**src/rtl/onehot_tracker.sv**
```systemverilog
// Tracks the position reported by an 8-bit one-hot up/down counter, emitting
// step/wrap pulses, a saturating signed revolution count and a sticky error flag.
module onehot_tracker #(
    parameter int unsigned REV_W = 8
) (
    input  logic                    clk,
    input  logic                    rst,
    input  logic [7:0]              onehot,
    input  logic                    err_clr,
    output logic [2:0]              pos,
    output logic                    valid,
    output logic                    step_up,
    output logic                    step_dn,
    output logic                    wrap_up,
    output logic                    wrap_dn,
    output logic signed [REV_W-1:0] rev_count,
    output logic                    err
);

    localparam int unsigned N_POS = 8;
    localparam int unsigned POS_W = 3;
    localparam int unsigned CNT_W = 4;

    localparam logic signed [REV_W-1:0] REV_MAX = {1'b0, {(REV_W-1){1'b1}}};
    localparam logic signed [REV_W-1:0] REV_MIN = {1'b1, {(REV_W-1){1'b0}}};

    typedef enum logic {
        IDLE  = 1'b0,
        TRACK = 1'b1
    } state_t;

    state_t                  state_q;
    logic [POS_W-1:0]        pos_q;
    logic                    valid_q;
    logic                    step_up_q;
    logic                    step_dn_q;
    logic                    wrap_up_q;
    logic                    wrap_dn_q;
    logic signed [REV_W-1:0] rev_q;
    logic                    err_q;

    logic [CNT_W-1:0]        ones;
    logic [POS_W-1:0]        idx;
    logic                    legal;
    logic [POS_W-1:0]        delta;
    logic                    move_up;
    logic                    move_dn;
    logic                    jump;
    logic                    err_event;
    logic signed [REV_W-1:0] rev_inc_d;
    logic signed [REV_W-1:0] rev_dec_d;

    // Population count and index of the sampled code.
    always_comb begin
        ones = '0;
        idx  = '0;
        for (int i = 0; i < N_POS; i++) begin
            if (onehot[i]) begin
                ones = ones + CNT_W'(1);
                idx  = POS_W'(i);
            end
        end
    end

    // Classify the move relative to the held position (mod-8 distance).
    always_comb begin
        legal     = (ones == CNT_W'(1));
        delta     = idx - pos_q;
        move_up   = (state_q == TRACK) && legal && (delta == POS_W'(1));
        move_dn   = (state_q == TRACK) && legal && (delta == POS_W'(7));
        jump      = (state_q == TRACK) && legal && !move_up && !move_dn
                    && (delta != POS_W'(0));
        err_event = !legal || jump;
        rev_inc_d = (rev_q == REV_MAX) ? rev_q : rev_q + REV_W'(1);
        rev_dec_d = (rev_q == REV_MIN) ? rev_q : rev_q - REV_W'(1);
    end

    always_ff @(posedge clk) begin
        if (rst) begin
            state_q   <= IDLE;
            pos_q     <= '0;
            valid_q   <= 1'b0;
            step_up_q <= 1'b0;
            step_dn_q <= 1'b0;
            wrap_up_q <= 1'b0;
            wrap_dn_q <= 1'b0;
            rev_q     <= '0;
            err_q     <= 1'b0;
        end else begin
            step_up_q <= 1'b0;
            step_dn_q <= 1'b0;
            wrap_up_q <= 1'b0;
            wrap_dn_q <= 1'b0;
            valid_q   <= legal;

            // Set has priority over clear.
            if (err_event) begin
                err_q <= 1'b1;
            end else if (err_clr) begin
                err_q <= 1'b0;
            end

            case (state_q)
                IDLE: begin
                    if (legal) begin
                        pos_q   <= idx;
                        state_q <= TRACK;
                    end
                end
                TRACK: begin
                    if (!legal) begin
                        state_q <= IDLE;
                    end else if (move_up) begin
                        pos_q     <= idx;
                        step_up_q <= 1'b1;
                        if (pos_q == POS_W'(7)) begin
                            wrap_up_q <= 1'b1;
                            rev_q     <= rev_inc_d;
                        end
                    end else if (move_dn) begin
                        pos_q     <= idx;
                        step_dn_q <= 1'b1;
                        if (pos_q == POS_W'(0)) begin
                            wrap_dn_q <= 1'b1;
                            rev_q     <= rev_dec_d;
                        end
                    end else if (jump) begin
                        pos_q <= idx;
                    end
                end
                default: state_q <= IDLE;
            endcase
        end
    end

    assign pos       = pos_q;
    assign valid     = valid_q;
    assign step_up   = step_up_q;
    assign step_dn   = step_dn_q;
    assign wrap_up   = wrap_up_q;
    assign wrap_dn   = wrap_dn_q;
    assign rev_count = rev_q;
    assign err       = err_q;

endmodule
```
**config.mk**
```make
export PLATFORM = sky130hd
export DESIGN_NAME = onehot_tracker
export DESIGN_NICKNAME = d
export VERILOG_FILES = /design/src/rtl/onehot_tracker.sv
export SDC_FILE = /design/constraint.sdc
export NUM_CORES = 1
export LEC_CHECK = 0
export CORE_ASPECT_RATIO = 2
export CORE_MARGIN = 2
export CORE_UTILIZATION = 35
export CTS_CLUSTER_DIAMETER = 50
export DETAILED_ROUTE_END_ITERATION = 16
export GPL_ROUTABILITY_DRIVEN = 0
export SETUP_SLACK_MARGIN = 0.4
export SLEW_MARGIN = 20
export SYNTH_ARGS = -nofsm -noshare
export SYNTH_HDL_FRONTEND = slang
export SYNTH_SLANG_ARGS = --single-unit
```
**constraint.sdc**
```tcl
create_clock -name clk -period 13.1 [get_ports clk]
set_clock_uncertainty 0.2 [all_clocks]
set_input_delay 3.275 -clock clk [delete_from_list [all_inputs] [get_ports clk]]
set_output_delay 3.275 -clock clk [all_outputs]
set_load 0.01 [all_outputs]
```
# == After elaboration in Yosys (flattened, before gate mapping) ==
# Cells that the tools add are included.
# Widths: inputs -> output; s select.
# totals
inputBits,11
register_bits,18
out_inout_bits,17
elab_cells,90
# op_classes
reduce_logical,21
n_bitwise,4
n_eq_ne,12
addsub,10
muxes,34
# op_table
cell,count
$mux 8,6
$mux 3,10
$add 4x1->4 const B,7
$mux 4,7
$eq 8x8->1 const B,2
$mux 1,9
$add 8x2->8 const B,1
$reduce_or 4->1,2
$sub 8x2->8 const B,1
$reduce_and 7->1,1
$eq 3x3->1 const B,2
$logic_and 1x1->1,6
$ne 2x2->1 const B,3
$pmux 3 s2,1
$reduce_bool 2->1,3
$reduce_or 5->1,1
$eq 4x1->1 const B,1
$ne 2x1->1 const B,2
$ne 4x1->1 const B,1
$not 1->1,4
$eq 3x1->1 const B,1
$logic_not 1->1,3
$logic_not 3->1,1
$reduce_and 3->1,1
other kinds (5),5

# == Logic depth before layout (Yosys ltp) ==
# depth
depth_word,27
ltp_mapped,31
mapped_depth_nobuf,30

# == Least setup slack after synthesis ==
# Ideal clock, no wire load.
# synth_timing
kind,input-to-reg
startpoint,input port onehot[0]
endpoint,"register rev_q[7], in the netlist rev_count[7]"
t_arrival_ns,8.723
path_buffers,1
setup_time_ns,0.123
required_time_ns,12.777
path_slack_ns,4.053
cell_stages,29
path_cell_list,inv_1 > ha_1 > xor2_1 > ha_1 > nor2b_1 > a31oi_1 > ha_1 > nand2_1 > nand2b_1 > ha_1 > o22ai_1 > inv_1 > ha_1 > nand2_1 > o21ai_0 > ha_1 > or2_0 > o32a_1 > clkbuf_1 > nor3_1 > nand2b_1 > ha_1 > a21oi_1 > o211ai_1 > o41ai_1 > xnor2_1 > nand2_1 > nor4_1 > mux2_1
# synth_between
elab_chain_len,20
elab_cells_between_ends,26
cone_classes,7 x add/sub; 4 x eq/ne; 9 x mux; 6 x reduce/logical
# synth_rtl
element,line_no,rtl
from (decl),8,"input logic [7:0] onehot,"
$mux 1 *,58,if (onehot[i]) begin
$add 4x1->4,59,ones = ones + CNT_W'(1);
$mux 4 *,58,
$add 4x1->4,59,
$mux 4 *,58,
$add 4x1->4,59,
$mux 4 *,58,
$add 4x1->4,59,
[... 4 more ...],-,
$mux 4 *,58,
$add 4x1->4,59,
$mux 4 *,58,
$eq 4x1->1 *,67,legal = (ones == CNT_W'(1));
$logic_and 1x1->1,"69, 70",
$logic_and 1x1->1 (on tied branches),"69, 70",
$ne 2x1->1 (no source line) (tied with other cells),-,
$reduce_and 7->1 (no source line),-,
to (signal assigned),118,rev_q <= rev_inc_d;
to (signal assigned),125,rev_q <= rev_dec_d;
to (decl),39,logic signed [REV_W-1:0] rev_q;
# Every way passes the cells marked *; elsewhere a longest branch is shown, timed or not.
# A chain may end at the register's enable or synchronous reset.

# == Worst setup path in the final report ==
# Same ends and word-level chain as after synthesis.

==> impl_metrics.env <==
export IMPL_yosys_area_top_type="dfxtp_1"
export IMPL_min_period_ns=9.98
export IMPL_clockRootBuffer="clkbuf_8"
export IMPL_synth_seq_area_share=0.209
export IMPL_synth_cells=199
export IMPL_cts_sinks=17
export IMPL_rows=35
export IMPL_wl_per_cell_um=14.8
export IMPL_clock_latency_ns=0.26
export IMPL_drv_cap=0
export IMPL_io_buffers=27
export IMPL_die_y_um=101
export IMPL_crit_type="primary input to flip-flop"
export IMPL_syn_nets=227
export IMPL_postCtsSetupRepairBufs=0
export IMPL_ys_types=54
export IMPL_yosys_warnings=0
export IMPL_via_per_inst=5.66
export IMPL_postRouteAntennaNets=0
export IMPL_drv_slew=0
export IMPL_dieWidth_um=52.3
export IMPL_cp_data_required_time_ns=13.05
export IMPL_dr_pass1_iters=4
export IMPL_num_vias=1562
export IMPL_areaGrowthSynthToFinish_pct=20.4
export IMPL_cp_end_kind="flip-flop"
export IMPL_avgSynthCellArea_sq_um=8.20
export IMPL_max_freq_ghz=0.100
export IMPL_synth_top_cell_area_share=0.209
export IMPL_grt_pass1_vias=1538
export IMPL_grt_pass1_wl_mm=6.89
export IMPL_worstMarginPinSlew_ns=0.839
export IMPL_synth_ff_type="dfxtp_1"
export IMPL_cp_data_arrival_time_ns=9.93
export IMPL_synth_area_sq_um=1630
export IMPL_crit_buf_inv=3
export IMPL_routed_wl_mm=4.07
export IMPL_power_density_nw_per_um2=111
export IMPL_layout_nets=250
export IMPL_cpMostUsedCell="ha_1"
export IMPL_outcome="complete, no violations"
export IMPL_finalCritPeriodShare=0.762
export IMPL_synth_seq_cells=17
export IMPL_crit_slowest_cell="o32a_1"
export IMPL_finalHoldViolCount=0
export IMPL_crit_family="adder cells"
export IMPL_drc=0
export IMPL_layout_cells_non_filler=276
export IMPL_h_tree_depth=1
export IMPL_synth_edff_count=0
export IMPL_start_util=0.358
export IMPL_fin_util=0.431
export IMPL_clk_pin_slew_worst_paths_ns=0.07
export IMPL_cp_max_fo=21
export IMPL_p_leak_uw=0.000744
export IMPL_post_cts_resized=0
export IMPL_cp_slowest_stage_delay_ns=0.57
export IMPL_antenna_cells=0
export IMPL_hold_slack_ns=0.347
export IMPL_io_pins=28
export IMPL_synth_area_leaders="dfxtp_1, ha_1, a21oi_1"
export IMPL_rsz0062_at_grt="no"
export IMPL_fin_tns_setup_ns=0
export IMPL_drt_iter0_drc=27
export IMPL_start_kind="primary input"
export IMPL_grt_max_degree=22
export IMPL_grt_use_total=0.169
export IMPL_place_detailed_hpwl_mm=3.26
export IMPL_ir_drop_mv=0.0429
export IMPL_cts_tree="built"
export IMPL_antenna_found_initial=0
export IMPL_cts_hold_buf=0
export IMPL_slew_headroom=0.437
export IMPL_synthArstFlopShare=0
export IMPL_die_area_sq_um=5260
export IMPL_setup_violations=0
export IMPL_clockBufferDepth=2
export IMPL_hold_path_class="flip-flop to flip-flop"
export IMPL_core_region_area_sq_um=4550
export IMPL_synthTopCellsByCount="dfxtp_1, ha_1, a21oi_1, nand2_1, inv_1"
export IMPL_grt_overflow_total=0
export IMPL_cts_made_buffers=3
export IMPL_drive_above_1_share=0.0452
export IMPL_yosysMostFrequentCell="dfxtp_1"
export IMPL_place_inst=272
## worst register-to-register path, cell delays in order, from the launching register on
cell and delay, ns:
dfxtp_1 0.35, ha_1 0.22, fa_1 0.40, xnor2_1 0.15, xnor2_1 0.39, nand4b_1 0.30
nand2b_1 0.39, ha_1 0.36, a21oi_1 0.19, o211ai_1 0.14, o41ai_1 0.39, xnor2_1 0.17
nand2_1 0.07, nor4_1 0.23, mux2_1 0.35
## layout by cell type, fill, tap and decap left out, types with 3 or more instances in the layout
cell type and count:
ha_1 15, a21boi_1 3, clkdlybuf4s50_1 27, nand2b_1 6
xnor2_1 8, inv_1 13, o21ai_0 4, xor2_1 8
clkbuf_8 3, nor2_1 11, or4_1 8, nand2_1 14
a21oi_1 14, nor4_1 4, o31ai_1 7, nor3_1 7
nand3_1 7, dfxtp_1 17
## worst paths after layout
| kind | start | endpoint | slack (ns) | cells after the start |
|---|---|---|---|---|
| worst max register to register | pos[0] | rev_count[7] | 8.71 | 14 |
| worst max-delay path | onehot[0] | rev_count[7] | 3.12 | 29 |
| worst min register to register | state_q | step_dn | 0.35 | 2 |
| worst min-delay path | state_q | step_dn | 0.35 | 2 |
## power by group
group | internal [uW] | switching (uW) | total, uW | leakage, uW
Combinational | 50.7 | 65.0 | 116 | 0.000580
Clock | 21.1 | 19.1 | 40.2 | 0.0000255
Sequential | 56.5 | 6.30 | 62.8 | 0.000138
## layer usage
layer  GRT usage  vias to the layer above  routed length [um]  part of all wire
met1       0.154                      757                1430              0.35
met2       0.351                       26                2470              0.61
met3     0.00890                        8                  70             0.017
li1            -                      771                   -                 -
met4      0.0671                        0                 101             0.025
met5           0                        -                   0                 0
## cells by family after synthesis
family,after synthesis,synth area share
AOI/OAI and AO/OA,49,0.207
xor gates and xnor gates,18,0.117
adders and majority gates,17,0.140
buffers and inverters,24,0.0690
DFF,17,0.209
muxes,2,0.0130
and+or+nand+nor,72,0.245
## through the flow
stage / setup slack, ns / instance area [sq um] / power [uW]
after global placement: 3.00 / 1920 / 177
after floorplan: 4.05 / 1630 / 150
after detailed placement: 2.83 / 1920 / 179
final: 3.12 / 1960 / 219
after global routing: 2.54 / 1960 / 236
after CTS: 3.09 / 1960 / 219
## final cells by class
type | count | area (sq um)
clock buffer | 3 | 41.3
clock inverter | 1 | 5.00
fill | 467 | 2590
inverter | 14 | 52.6
multi-input combinational | 158 | 1180
sequential | 17 | 340
tap | 55 | 68.8
timing repair buffer | 28 | 278
## sequential cells by signal (all words and copies together), names as in the netlist
signal / cells
wrap_up: 1
wrap_dn: 1
step_dn: 1
rev_count: 8
pos: 3
step_up: 1
err: 1
state_q: 1
Note: power is estimated with default switching activity, not from simulation.
